==> src/rtl/food_vendor_n_pkg.sv <==
// Shared types and price table for the food vendor.
package food_vendor_n_pkg;

  typedef enum logic [1:0] {
    ST_IDLE,
    ST_CREDIT,
    ST_VEND,
    ST_CHANGE
  } state_e;

  localparam int unsigned PRICE_LEN = 4;

  // Item prices, element i is the price of item i.
  localparam logic [PRICE_LEN-1:0][7:0] PRICE = {8'd7, 8'd5, 8'd3, 8'd2};

  // Items beyond the table reuse the last entry.
  function automatic logic [7:0] item_price(input logic [7:0] idx);
    if (idx < 8'(PRICE_LEN)) begin
      return PRICE[idx[1:0]];
    end
    return PRICE[PRICE_LEN-1];
  endfunction

endpackage

==> src/rtl/food_vendor_n_stock_bank.sv <==
// Per-item stock counters with decrement on vend and saturating restock.
module stock_bank #(
  parameter int unsigned N_ITEMS    = 4,
  parameter int unsigned STOCK_W    = 3,
  parameter int unsigned INIT_STOCK = 3,
  parameter int unsigned SEL_W      = 2
) (
  input  logic               clk,
  input  logic               rst,
  input  logic               dec_en,
  input  logic [SEL_W-1:0]   dec_idx,
  input  logic               inc_en,
  input  logic [SEL_W-1:0]   inc_idx,
  input  logic [STOCK_W-1:0] inc_qty,
  output logic [N_ITEMS-1:0] avail
);

  localparam int unsigned SMAX     = (1 << STOCK_W) - 1;
  localparam int unsigned INIT_SAT = (INIT_STOCK > SMAX) ? SMAX : INIT_STOCK;
  localparam logic [STOCK_W-1:0] INIT_V = STOCK_W'(INIT_SAT);

  logic [STOCK_W-1:0] stock_q   [N_ITEMS];
  logic [STOCK_W-1:0] stock_d   [N_ITEMS];
  logic [STOCK_W-1:0] stock_dec [N_ITEMS];
  logic [STOCK_W:0]   stock_sum [N_ITEMS];
  logic [N_ITEMS-1:0] avail_q;
  logic [N_ITEMS-1:0] avail_d;

  // Next stock: decrement first, then saturating restock add; avail follows new stock.
  always_comb begin
    for (int unsigned i = 0; i < N_ITEMS; i++) begin
      stock_dec[i] = stock_q[i];
      if (dec_en && (dec_idx == SEL_W'(i)) && (stock_q[i] != '0)) begin
        stock_dec[i] = stock_q[i] - 1'b1;
      end
      stock_sum[i] = {1'b0, stock_dec[i]} + {1'b0, inc_qty};
      stock_d[i]   = stock_dec[i];
      if (inc_en && (inc_idx == SEL_W'(i))) begin
        stock_d[i] = stock_sum[i][STOCK_W] ? '1 : stock_sum[i][STOCK_W-1:0];
      end
      avail_d[i] = (stock_d[i] != '0);
    end
  end

  // Stock and availability registers.
  always_ff @(posedge clk) begin
    if (!rst) begin
      for (int unsigned i = 0; i < N_ITEMS; i++) begin
        stock_q[i] <= INIT_V;
      end
      avail_q <= (INIT_SAT != 0) ? '1 : '0;
    end else begin
      for (int unsigned i = 0; i < N_ITEMS; i++) begin
        stock_q[i] <= stock_d[i];
      end
      avail_q <= avail_d;
    end
  end

  assign avail = avail_q;

endmodule

==> src/rtl/food_vendor_n.sv <==
// Coin-operated vending controller: credit, selection, dispense and change.
module food_vendor_n
  import food_vendor_n_pkg::*;
#(
  parameter int unsigned N_ITEMS    = 4,
  parameter int unsigned CREDIT_W   = 4,
  parameter int unsigned STOCK_W    = 3,
  parameter int unsigned INIT_STOCK = 3,
  localparam int unsigned SEL_W     = (N_ITEMS > 1) ? $clog2(N_ITEMS) : 1
) (
  input  logic                clk,
  input  logic                rst,
  input  logic                coin_valid,
  input  logic [CREDIT_W-1:0] coin_val,
  input  logic                sel_valid,
  input  logic [SEL_W-1:0]    sel,
  input  logic                cancel,
  input  logic                restock_valid,
  input  logic [SEL_W-1:0]    restock_item,
  input  logic [STOCK_W-1:0]  restock_qty,
  output logic                vend_valid,
  output logic [SEL_W-1:0]    vend_item,
  output logic                change_valid,
  output logic [CREDIT_W-1:0] change_amt,
  output logic [CREDIT_W-1:0] credit,
  output logic [N_ITEMS-1:0]  avail,
  output logic                coin_reject,
  output logic                err_soldout,
  output logic                err_funds
);

  localparam int unsigned AW = ((CREDIT_W > 8) ? CREDIT_W : 8) + 1;

  state_e              state_q, state_d;
  logic [CREDIT_W-1:0] credit_q, credit_d;
  logic                vend_valid_q, vend_valid_d;
  logic [SEL_W-1:0]    vend_item_q, vend_item_d;
  logic                change_valid_q, change_valid_d;
  logic [CREDIT_W-1:0] change_amt_q, change_amt_d;
  logic                coin_reject_q, coin_reject_d;
  logic                err_soldout_q, err_soldout_d;
  logic                err_funds_q, err_funds_d;

  logic                dec_en;
  logic                inc_en;
  logic                sel_oob;
  logic                sel_in_stock;
  logic [AW-1:0]       price_ext;
  logic [AW-1:0]       credit_ext;
  logic [AW-1:0]       remain_ext;
  logic [CREDIT_W:0]   coin_sum;

  stock_bank #(
    .N_ITEMS    (N_ITEMS),
    .STOCK_W    (STOCK_W),
    .INIT_STOCK (INIT_STOCK),
    .SEL_W      (SEL_W)
  ) u_stock_bank (
    .clk     (clk),
    .rst     (rst),
    .dec_en  (dec_en),
    .dec_idx (sel),
    .inc_en  (inc_en),
    .inc_idx (restock_item),
    .inc_qty (restock_qty),
    .avail   (avail)
  );

  // Selection qualification and credit arithmetic shared by the FSM.
  always_comb begin
    sel_oob      = (int'(sel) >= int'(N_ITEMS));
    sel_in_stock = !sel_oob && avail[sel];
    price_ext    = AW'(item_price(8'(sel)));
    credit_ext   = AW'(credit_q);
    remain_ext   = credit_ext - price_ext;
    coin_sum     = {1'b0, credit_q} + {1'b0, coin_val};
  end

  // FSM next state, credit and pulse outputs; cancel > select > coin.
  always_comb begin
    state_d        = state_q;
    credit_d       = credit_q;
    vend_valid_d   = 1'b0;
    vend_item_d    = vend_item_q;
    change_valid_d = 1'b0;
    change_amt_d   = '0;
    coin_reject_d  = 1'b0;
    err_soldout_d  = 1'b0;
    err_funds_d    = 1'b0;
    dec_en         = 1'b0;
    inc_en         = 1'b0;
    unique case (state_q)
      ST_IDLE, ST_CREDIT: begin
        inc_en = restock_valid && (state_q == ST_IDLE);
        if (cancel && (state_q == ST_CREDIT)) begin
          change_valid_d = 1'b1;
          change_amt_d   = credit_q;
          credit_d       = '0;
          coin_reject_d  = coin_valid;
          state_d        = ST_IDLE;
        end else if (sel_valid) begin
          coin_reject_d = coin_valid;
          if (!sel_in_stock) begin
            err_soldout_d = 1'b1;
          end else if (credit_ext < price_ext) begin
            err_funds_d = 1'b1;
          end else begin
            vend_valid_d = 1'b1;
            vend_item_d  = sel;
            dec_en       = 1'b1;
            credit_d     = CREDIT_W'(remain_ext);
            state_d      = ST_VEND;
          end
        end else if (coin_valid) begin
          if (coin_sum[CREDIT_W]) begin
            coin_reject_d = 1'b1;
          end else begin
            credit_d = coin_sum[CREDIT_W-1:0];
            state_d  = (coin_sum != '0) ? ST_CREDIT : state_q;
          end
        end
      end
      ST_VEND: begin
        // Credit already holds the remainder after the price was deducted.
        coin_reject_d = coin_valid;
        if (credit_q != '0) begin
          change_valid_d = 1'b1;
          change_amt_d   = credit_q;
          state_d        = ST_CHANGE;
        end else begin
          state_d = ST_IDLE;
        end
      end
      ST_CHANGE: begin
        coin_reject_d = coin_valid;
        credit_d      = '0;
        state_d       = ST_IDLE;
      end
      default: begin
        credit_d = '0;
        state_d  = ST_IDLE;
      end
    endcase
  end

  // State and registered outputs.
  always_ff @(posedge clk) begin
    if (!rst) begin
      state_q        <= ST_IDLE;
      credit_q       <= '0;
      vend_valid_q   <= 1'b0;
      vend_item_q    <= '0;
      change_valid_q <= 1'b0;
      change_amt_q   <= '0;
      coin_reject_q  <= 1'b0;
      err_soldout_q  <= 1'b0;
      err_funds_q    <= 1'b0;
    end else begin
      state_q        <= state_d;
      credit_q       <= credit_d;
      vend_valid_q   <= vend_valid_d;
      vend_item_q    <= vend_item_d;
      change_valid_q <= change_valid_d;
      change_amt_q   <= change_amt_d;
      coin_reject_q  <= coin_reject_d;
      err_soldout_q  <= err_soldout_d;
      err_funds_q    <= err_funds_d;
    end
  end

  assign vend_valid   = vend_valid_q;
  assign vend_item    = vend_item_q;
  assign change_valid = change_valid_q;
  assign change_amt   = change_amt_q;
  assign credit       = credit_q;
  assign coin_reject  = coin_reject_q;
  assign err_soldout  = err_soldout_q;
  assign err_funds    = err_funds_q;

endmodule

==> config.mk <==
export PLATFORM = sky130hd
export DESIGN_NAME = food_vendor_n
export DESIGN_NICKNAME = d
export VERILOG_FILES = /design/src/rtl/food_vendor_n_pkg.sv /design/src/rtl/food_vendor_n_stock_bank.sv /design/src/rtl/food_vendor_n.sv
export SDC_FILE = /design/constraint.sdc
export NUM_CORES = 1
export LEC_CHECK = 0
export ABC_AREA = 0
export CAP_MARGIN = 25
export CORE_ASPECT_RATIO = 2
export CORE_MARGIN = 2
export CORE_UTILIZATION = 40
export DETAILED_ROUTE_END_ITERATION = 10
export PLACE_DENSITY = 0.63
export RECOVER_POWER = 100
export SYNTH_ARGS = -nofsm -noshare
export SYNTH_HDL_FRONTEND = slang
export SYNTH_HIERARCHICAL = 1
export SYNTH_SLANG_ARGS = --single-unit
export TNS_END_PERCENT = 1
==> constraint.sdc <==
create_clock -name clk -period 5.35 [get_ports clk]
set_clock_uncertainty 0.15 [all_clocks]
set_input_delay 0.8025 -clock clk [delete_from_list [all_inputs] [get_ports clk]]
set_output_delay 0.8025 -clock clk [all_outputs]
set_load 0.1 [all_outputs]
After elaboration in Yosys (flattened, before gate mapping):

Memory sizes are Yosys's and may differ from the RTL's.
Cells that the tools add are included.

* register bits after elaboration: 21
* RAM bits: 12
* memories: 1
* output and inout bits: 19
* word-level logic and storage cells: 139
* bits of input ports: 17

Memory list
* u_stock_bank.stock_q: words 4, width 3, rd ports 4, clocked after memory_dff 0, write ports 4, line food_vendor_n_stock_bank.sv:22 `logic [STOCK_W-1:0] stock_q [N_ITEMS];`

* $lt $le $gt $ge: 2
* multiplexer cells: 57
* reductions and logical operators: 35
* bitwise operators: 10
* equality and inequality tests: 14
* add/sub/neg operators: 10

Operators with widths (number)
* 3-bit two-way mux: 16
* 4-bit two-way mux: 8
* 3-bit nonzero test: 8
* 4-bit inequality test, second input constant: 5
* 1-bit two-way mux: 17
* 3-bit by 3-bit adder with 4-bit output: 4
* 8-bit binary-select mux with 2-bit select: 1
* 2-bit two-way mux: 8
* 4-bit case mux with 2 select lines: 2
* 5-bit AND reduction: 3
* 1-bit logical AND: 14
* 2-bit equality test, second input constant: 6
* 3-bit by 1-bit subtractor with 3-bit output, second input constant: 4
* 4-bit by 8-bit < comparator with 1-bit output: 1
* 8-bit two-way mux: 1
* 2-bit by 1-bit equality test with 1-bit output, second input constant: 3
* 2-bit logical NOT: 3
* 1-bit inverter: 6
* 2-bit case mux with 3 select lines: 1
* 4-bit by 4-bit adder with 5-bit output: 1
* 5-bit nonzero test: 1
* 5-bit OR reduction: 1
* 1-bit OR: 4
* 1-bit case mux with 2 select lines: 2
* other kinds (7): 8

Logic depth before layout (Yosys ltp):

* depth after elaboration: 15
* depth in mapped cells: 16
* gate-level depth less buffers: 16

By module:

The synthesis kept the hierarchy.

By module, submodules not included
* stock_bank: seq. area each 320.3 sq um, instances 1, area each 1446.4 sq um, cells an instance 159
* food_vendor_n: seq. area each 340.3 sq um, instances 1, area each 973.4 sq um, cells an instance 105

Worst setup path after synthesis:

No wires, ideal clock.

* kind: register to register
* start: register credit_q[0] (netlist: credit[0])
* end: register u_stock_bank.avail_q[1] (netlist: u_stock_bank/avail[1])
* slack: 921 ps
* stages on the path, launching flop included: 17
* data required time: 5078 ps
* data arrival time: 4157 ps
* clock period less this slack: 4429 ps
* cells stage by stage: dfxtp_1 -> inv_1 -> ha_1 -> inv_1 -> fa_1 -> a211o_1 -> nand4_1 -> inv_1 -> and3b_1 -> nand2_1 -> xnor2_1 -> ha_1 -> fa_1 -> nand2b_1 -> a2111oi_1 -> a221oi_2 -> a311o_1

* word-level cells in the longest chain between the ends: 13

Ends and longest elaborated chain
* from (decl): line food_vendor_n.sv:35 `logic [CREDIT_W-1:0] credit_q, credit_d;`
* from (signal assigned): line food_vendor_n.sv:160 `credit_q <= credit_d;`
* 4-bit by 8-bit < comparator with 1-bit output (*): line food_vendor_n.sv:105 `end else if (credit_ext < price_ext) begin`
* 1-bit two-way mux (*): line food_vendor_n.sv:105
* 1-bit two-way mux (*): line food_vendor_n.sv:103 `if (!sel_in_stock) begin`
* 1-bit two-way mux (*): line food_vendor_n.sv:101 `end else if (sel_valid) begin`
* 1-bit two-way mux (*): line food_vendor_n.sv:95 `if (cancel && (state_q == ST_CREDIT)) begin`
* 1-bit two-way mux (*)
* named net dec_en: line food_vendor_n.sv:44 `logic dec_en;`
* 1-bit logical AND (*) (2 in a row): line food_vendor_n_stock_bank.sv:33 `if (dec_en && (dec_idx == SEL_W'(i)) && (stock_q[i] != '0)) begin`
* 3-bit two-way mux (*): line food_vendor_n_stock_bank.sv:33
* 3-bit by 3-bit adder with 4-bit output: line food_vendor_n_stock_bank.sv:36 `stock_sum[i] = {1'b0, stock_dec[i]} + {1'b0, inc_qty};`
* 3-bit two-way mux: line food_vendor_n_stock_bank.sv:39 `stock_d[i] = stock_sum[i][STOCK_W] ? '1 : stock_sum[i][STOCK_W-1:0];`
* 3-bit two-way mux (*): line food_vendor_n_stock_bank.sv:38 `if (inc_en && (inc_idx == SEL_W'(i))) begin`
* 3-bit nonzero test (*): line food_vendor_n_stock_bank.sv:41 `avail_d[i] = (stock_d[i] != '0);`
* to (signal assigned): line food_vendor_n_stock_bank.sv:51 `avail_q <= (INIT_SAT != 0) ? '1 : '0;`
* to (signal assigned): line food_vendor_n_stock_bank.sv:56 `avail_q <= avail_d;`
* to (decl): line food_vendor_n_stock_bank.sv:26 `logic [N_ITEMS-1:0] avail_q;`

The timed path passes the listed nets; every way through them passes the cells marked *.
A chain may end at the register's enable or synchronous reset.

Worst setup path after layout:

* start: input sel[1]
* end: register u_stock_bank.avail_q[1] (netlist: u_stock_bank/avail[1])

* word-level cells in the longest chain between the ends: 15

Ends and longest elaborated chain
* from (decl): line food_vendor_n.sv:16 `input logic [SEL_W-1:0] sel,`
* 8-bit binary-select mux with 2-bit select: line food_vendor_n_pkg.sv:19 `return PRICE[idx[1:0]];`
* 8-bit two-way mux (implied by the code): line food_vendor_n_pkg.sv:19
* 4-bit by 8-bit < comparator with 1-bit output: line food_vendor_n.sv:105
* 1-bit two-way mux: line food_vendor_n.sv:105
* 1-bit two-way mux (*): line food_vendor_n.sv:103
* 1-bit two-way mux (*): line food_vendor_n.sv:101
* 1-bit two-way mux (*): line food_vendor_n.sv:95
* 1-bit two-way mux (*)
* named net dec_en: line food_vendor_n.sv:44
* 1-bit logical AND (*) (2 in a row): line food_vendor_n_stock_bank.sv:33
* 3-bit two-way mux (*): line food_vendor_n_stock_bank.sv:33
* 3-bit by 3-bit adder with 4-bit output: line food_vendor_n_stock_bank.sv:36
* 3-bit two-way mux: line food_vendor_n_stock_bank.sv:39
* 3-bit two-way mux (*): line food_vendor_n_stock_bank.sv:38
* 3-bit nonzero test (*): line food_vendor_n_stock_bank.sv:41

The timed path passes the listed nets; every way through them passes the cells marked *. The select of a mux whose other input is x is not followed.

==> results.md <==
- Pwr dens: slightly above 400 nW/µm²
- Final slew viol count: 0
- CTS max path bufs: 2
- Worst path depth: 16
- Top Usage Layer GRT: met2
- Tcrit/Tclk final: around 94%
- Synth Flop Type: dfxtp_1
- Post-synth ARST share: 0%
- Detailed Route Iter0 Violations: a little over 80
- Drt wl/cell: 16.4 µm
- Lkg Pwr: approximately 1.3 nW
- Post-DP HPWL: 4.69 mm
- Critical path class: input port to flip-flop
- Max Cap Violations: 0
- Crit path buffers/inverters: 3
- Netlist cell types: 55
- Port buffer count: 35
- Setup Buffers After CTS: 0
- Crit path launch: sel[1]
- First-pass GRT wire length: ~10 mm
- Sequential element share of the synthesized area: 27.3%
- Syn nets: between 300 and 400
- Nets: about 360
- Fin area: ~3000 µm²
- Commonest cells after routing, fill and taps aside: dfxtp_1, ha_1, inv_1, nand2_1, dlygate4sd3_1
- Io pins: 36
- Placed cell area: about 2900 µm²
- Initial core utilization: between 40 and 50%
- EDFF count, synth: 0
- Grt met2 use: 30.4%
- Gate Count Post-Synth: approximately 260
- Total number of vias: about 2200
- CTS buffer count: 5
- Largest net degree at the start of global routing: 23
- Syn avg cell area: between 9 and 10 µm²
- CTS Hold Buffers Added: 0
- PnR Total Power: roughly 0.0012 W
- CP Max Fanout: 6
- Final number of hold-violating endpoints: 0
- Number of antenna violations at the first check in global routing: 0
- Critical Path Sink Type: flip-flop
- Unrepaired setup endpoints after global routing: no
- Final worst path period need: 5030 ps
- Synthesis-to-finish area growth: 23.6%
- CP peak stage delay: roughly 530 ps
- CTS clk-pin slew, worst paths: roughly 60 ps
- Critical path endpoint: u_stock_bank/avail[1]
- # diodes: 0
- DRC errors left: 0
- Reg2Reg Setup Slack: roughly 1100 ps
- DRT Pass-1 Iters: 4
- CTS tree: done
- FMAX: about 200 MHz
- M3 GR Usage: under 10%
- H-Tree Depth: 2
- Die area: 6730 µm²
- CP max stage cell: a2111oi_0
- Worst R2R Path Depth: 16
- Setup violators final: 0
- Clock Latency Late Sink: about 280 ps
- Total GRT Usage: a little under a fifth
- Core ar.: a little under 6000 µm²
- Root Buffer: clkbuf_16
- Slew @ Worst Pin: roughly 1000 ps
- Max-slew headroom: ~33%
- DIE WIDTH: 59.0 µm
- M1 GR Usage: about a quarter
- Worst-path cell chain: clkdlybuf4s50_1, or2_2, ha_1, inv_1, fa_1, a211o_1, nand4_1, inv_1, and3b_1, nand2_1, o21ai_0, fa_1, nand2b_1, a2111oi_0, a221oi_2, a311o_1
- FP Rows: 40
- Worst R2R End: u_stock_bank/avail[1]
- DR vias/cell: around 5.8
- Peak VDD IR: about 0.22 mV
- Commonest non-fill, non-tap cell in the layout: dfxtp_1
- Status: complete, no violations
- Setup TNS: 0 ps
- Startpoint types: input port
- Crit path DAT: between 5000 and 6000 ps
- Die Ht: ~110 µm
- Syn. warnings: 6
- Clock Sinks: 33
- Cts repair resizes: 0
- Vias in the first global route: around 2100
- Hold Crit Class: flip-flop to flip-flop
- Share of cells above drive strength 1: just over 8%
- Mapped Area: between 2000 and 2500 µm²
- WL final: between 6 and 7 mm
- RePlAce Congestion: 0.919
- Top delay family on crit path: compound AO/OA/AOI/OAI gates
- Antenna-violating nets left: 0
- FF-to-FF Start: credit[0]
- Synth Register Bits: 33
- WP data required: 5360 ps
- Fillers: around 580
- Aggregate global routing overflow: 0
[synth_stat cells (3+ instances only)]
master | number | share of area [%]
a2111oi_0 | 5 | 1.8
a21o_1 | 7 | 2.2
a21oi_1 | 10 | 2.1
a311oi_1 | 3 | 1.1
a31oi_1 | 3 | 0.78
and2_1 | 8 | 2.1
clkbuf_1 | 4 | 0.62
dfxtp_1 | 33 | 27
fa_1 | 6 | 5.0
ha_1 | 27 | 14
inv_1 | 20 | 3.1
mux2i_1 | 3 | 1.2
nand2_1 | 20 | 3.1
nand2b_1 | 7 | 1.8
nand3_1 | 5 | 1.0
nand3b_1 | 5 | 1.6
nand4_1 | 5 | 1.3
nor2_1 | 19 | 2.9
nor2b_1 | 4 | 1.0
nor3b_1 | 3 | 0.93
o21ai_0 | 8 | 1.7
o32ai_1 | 3 | 1.1
or3_1 | 4 | 1.0
xnor2_1 | 7 | 2.5
xor2_1 | 5 | 1.8
[cell families (layout without fill, tap and decap cells)]
group / count (synthesis) / in the layout / synth area share, %
XOR/XNOR: 12 / 12 / 4.34
AO/OA/AOI/OAI: 61 / 61 / 20.4
multiplexers: 6 / 6 / 3.10
flip-flops: 33 / 33 / 27.3
AND/OR/NAND/NOR: 95 / 95 / 22.2
buffers and inverters: 24 / 68 / 3.72
adder cells (fa/ha/maj): 33 / 33 / 18.9
[layout make-up]
class / count / area [µm²] / share of cell area, %
multi-input cells: 207 / 1640 / 54.7
flip-flops and latches: 33 / 661 / 22.1
repair buffers: 40 / 384 / 12.8
inverters: 20 / 75.1 / 2.51
clock inverters: 1 / 5.00 / 0.167
well taps: 63 / 78.8 / 2.63
clock buffers: 7 / 153 / 5.10
[how the worst min path moves through the flow]
stage	slack (ps)	startpoint	end	cells past startpoint
floorplan	350	u_stock_bank/stock_q[1][1]	u_stock_bank/stock_q[1][1]	2
global placement	300	vend_item[0]	vend_item[0]	2
detailed placement	310	vend_item[0]	vend_item[0]	2
CTS	310	vend_item[0]	vend_item[0]	2
global route	330	vend_item[0]	vend_item[0]	2
finish	310	vend_item[0]	vend_item[0]	2
[flip-flops by register name, indices dropped and copies added (netlist names)]
register	count
err_funds	1
change_valid	1
u_stock_bank/avail	4
credit	4
vend_valid	1
err_soldout	1
change_amt	4
vend_item	2
u_stock_bank/stock_q	12
state_q	2
coin_reject	1
[where the power goes]
group          switching (W)  internal (W)  total, W
clock network       0.000103      0.000197  0.000300
logic               0.000393      0.000197  0.000590
registers          0.0000446      0.000286  0.000330
[worst min-delay path, stage by stage (launching register included)]
cell	delay, ps
dfxtp_1	300
nand2_1	50
a21oi_1	50
[stage by stage]
stage	utilization (%)	worst slack (ps)	instances	hold slack (ps)
global placement	48.6	319	363	300
finish	50.7	317	371	308
floorplan	-	921	264	355
global route	50.7	39.4	371	326
detailed placement	48.6	93.4	363	306
CTS	51.3	363	371	313
[layer usage]
| metal | wire length, µm | up-vias |
|---|---|---|
| met1 | 2650 | 1025 |
| li1 | - | 1057 |
| met5 | 0 | - |
| met2 | 2960 | 72 |
| met4 | 158 | 0 |
| met3 | 325 | 15 |
Note: power is estimated with default switching activity, not from simulation.
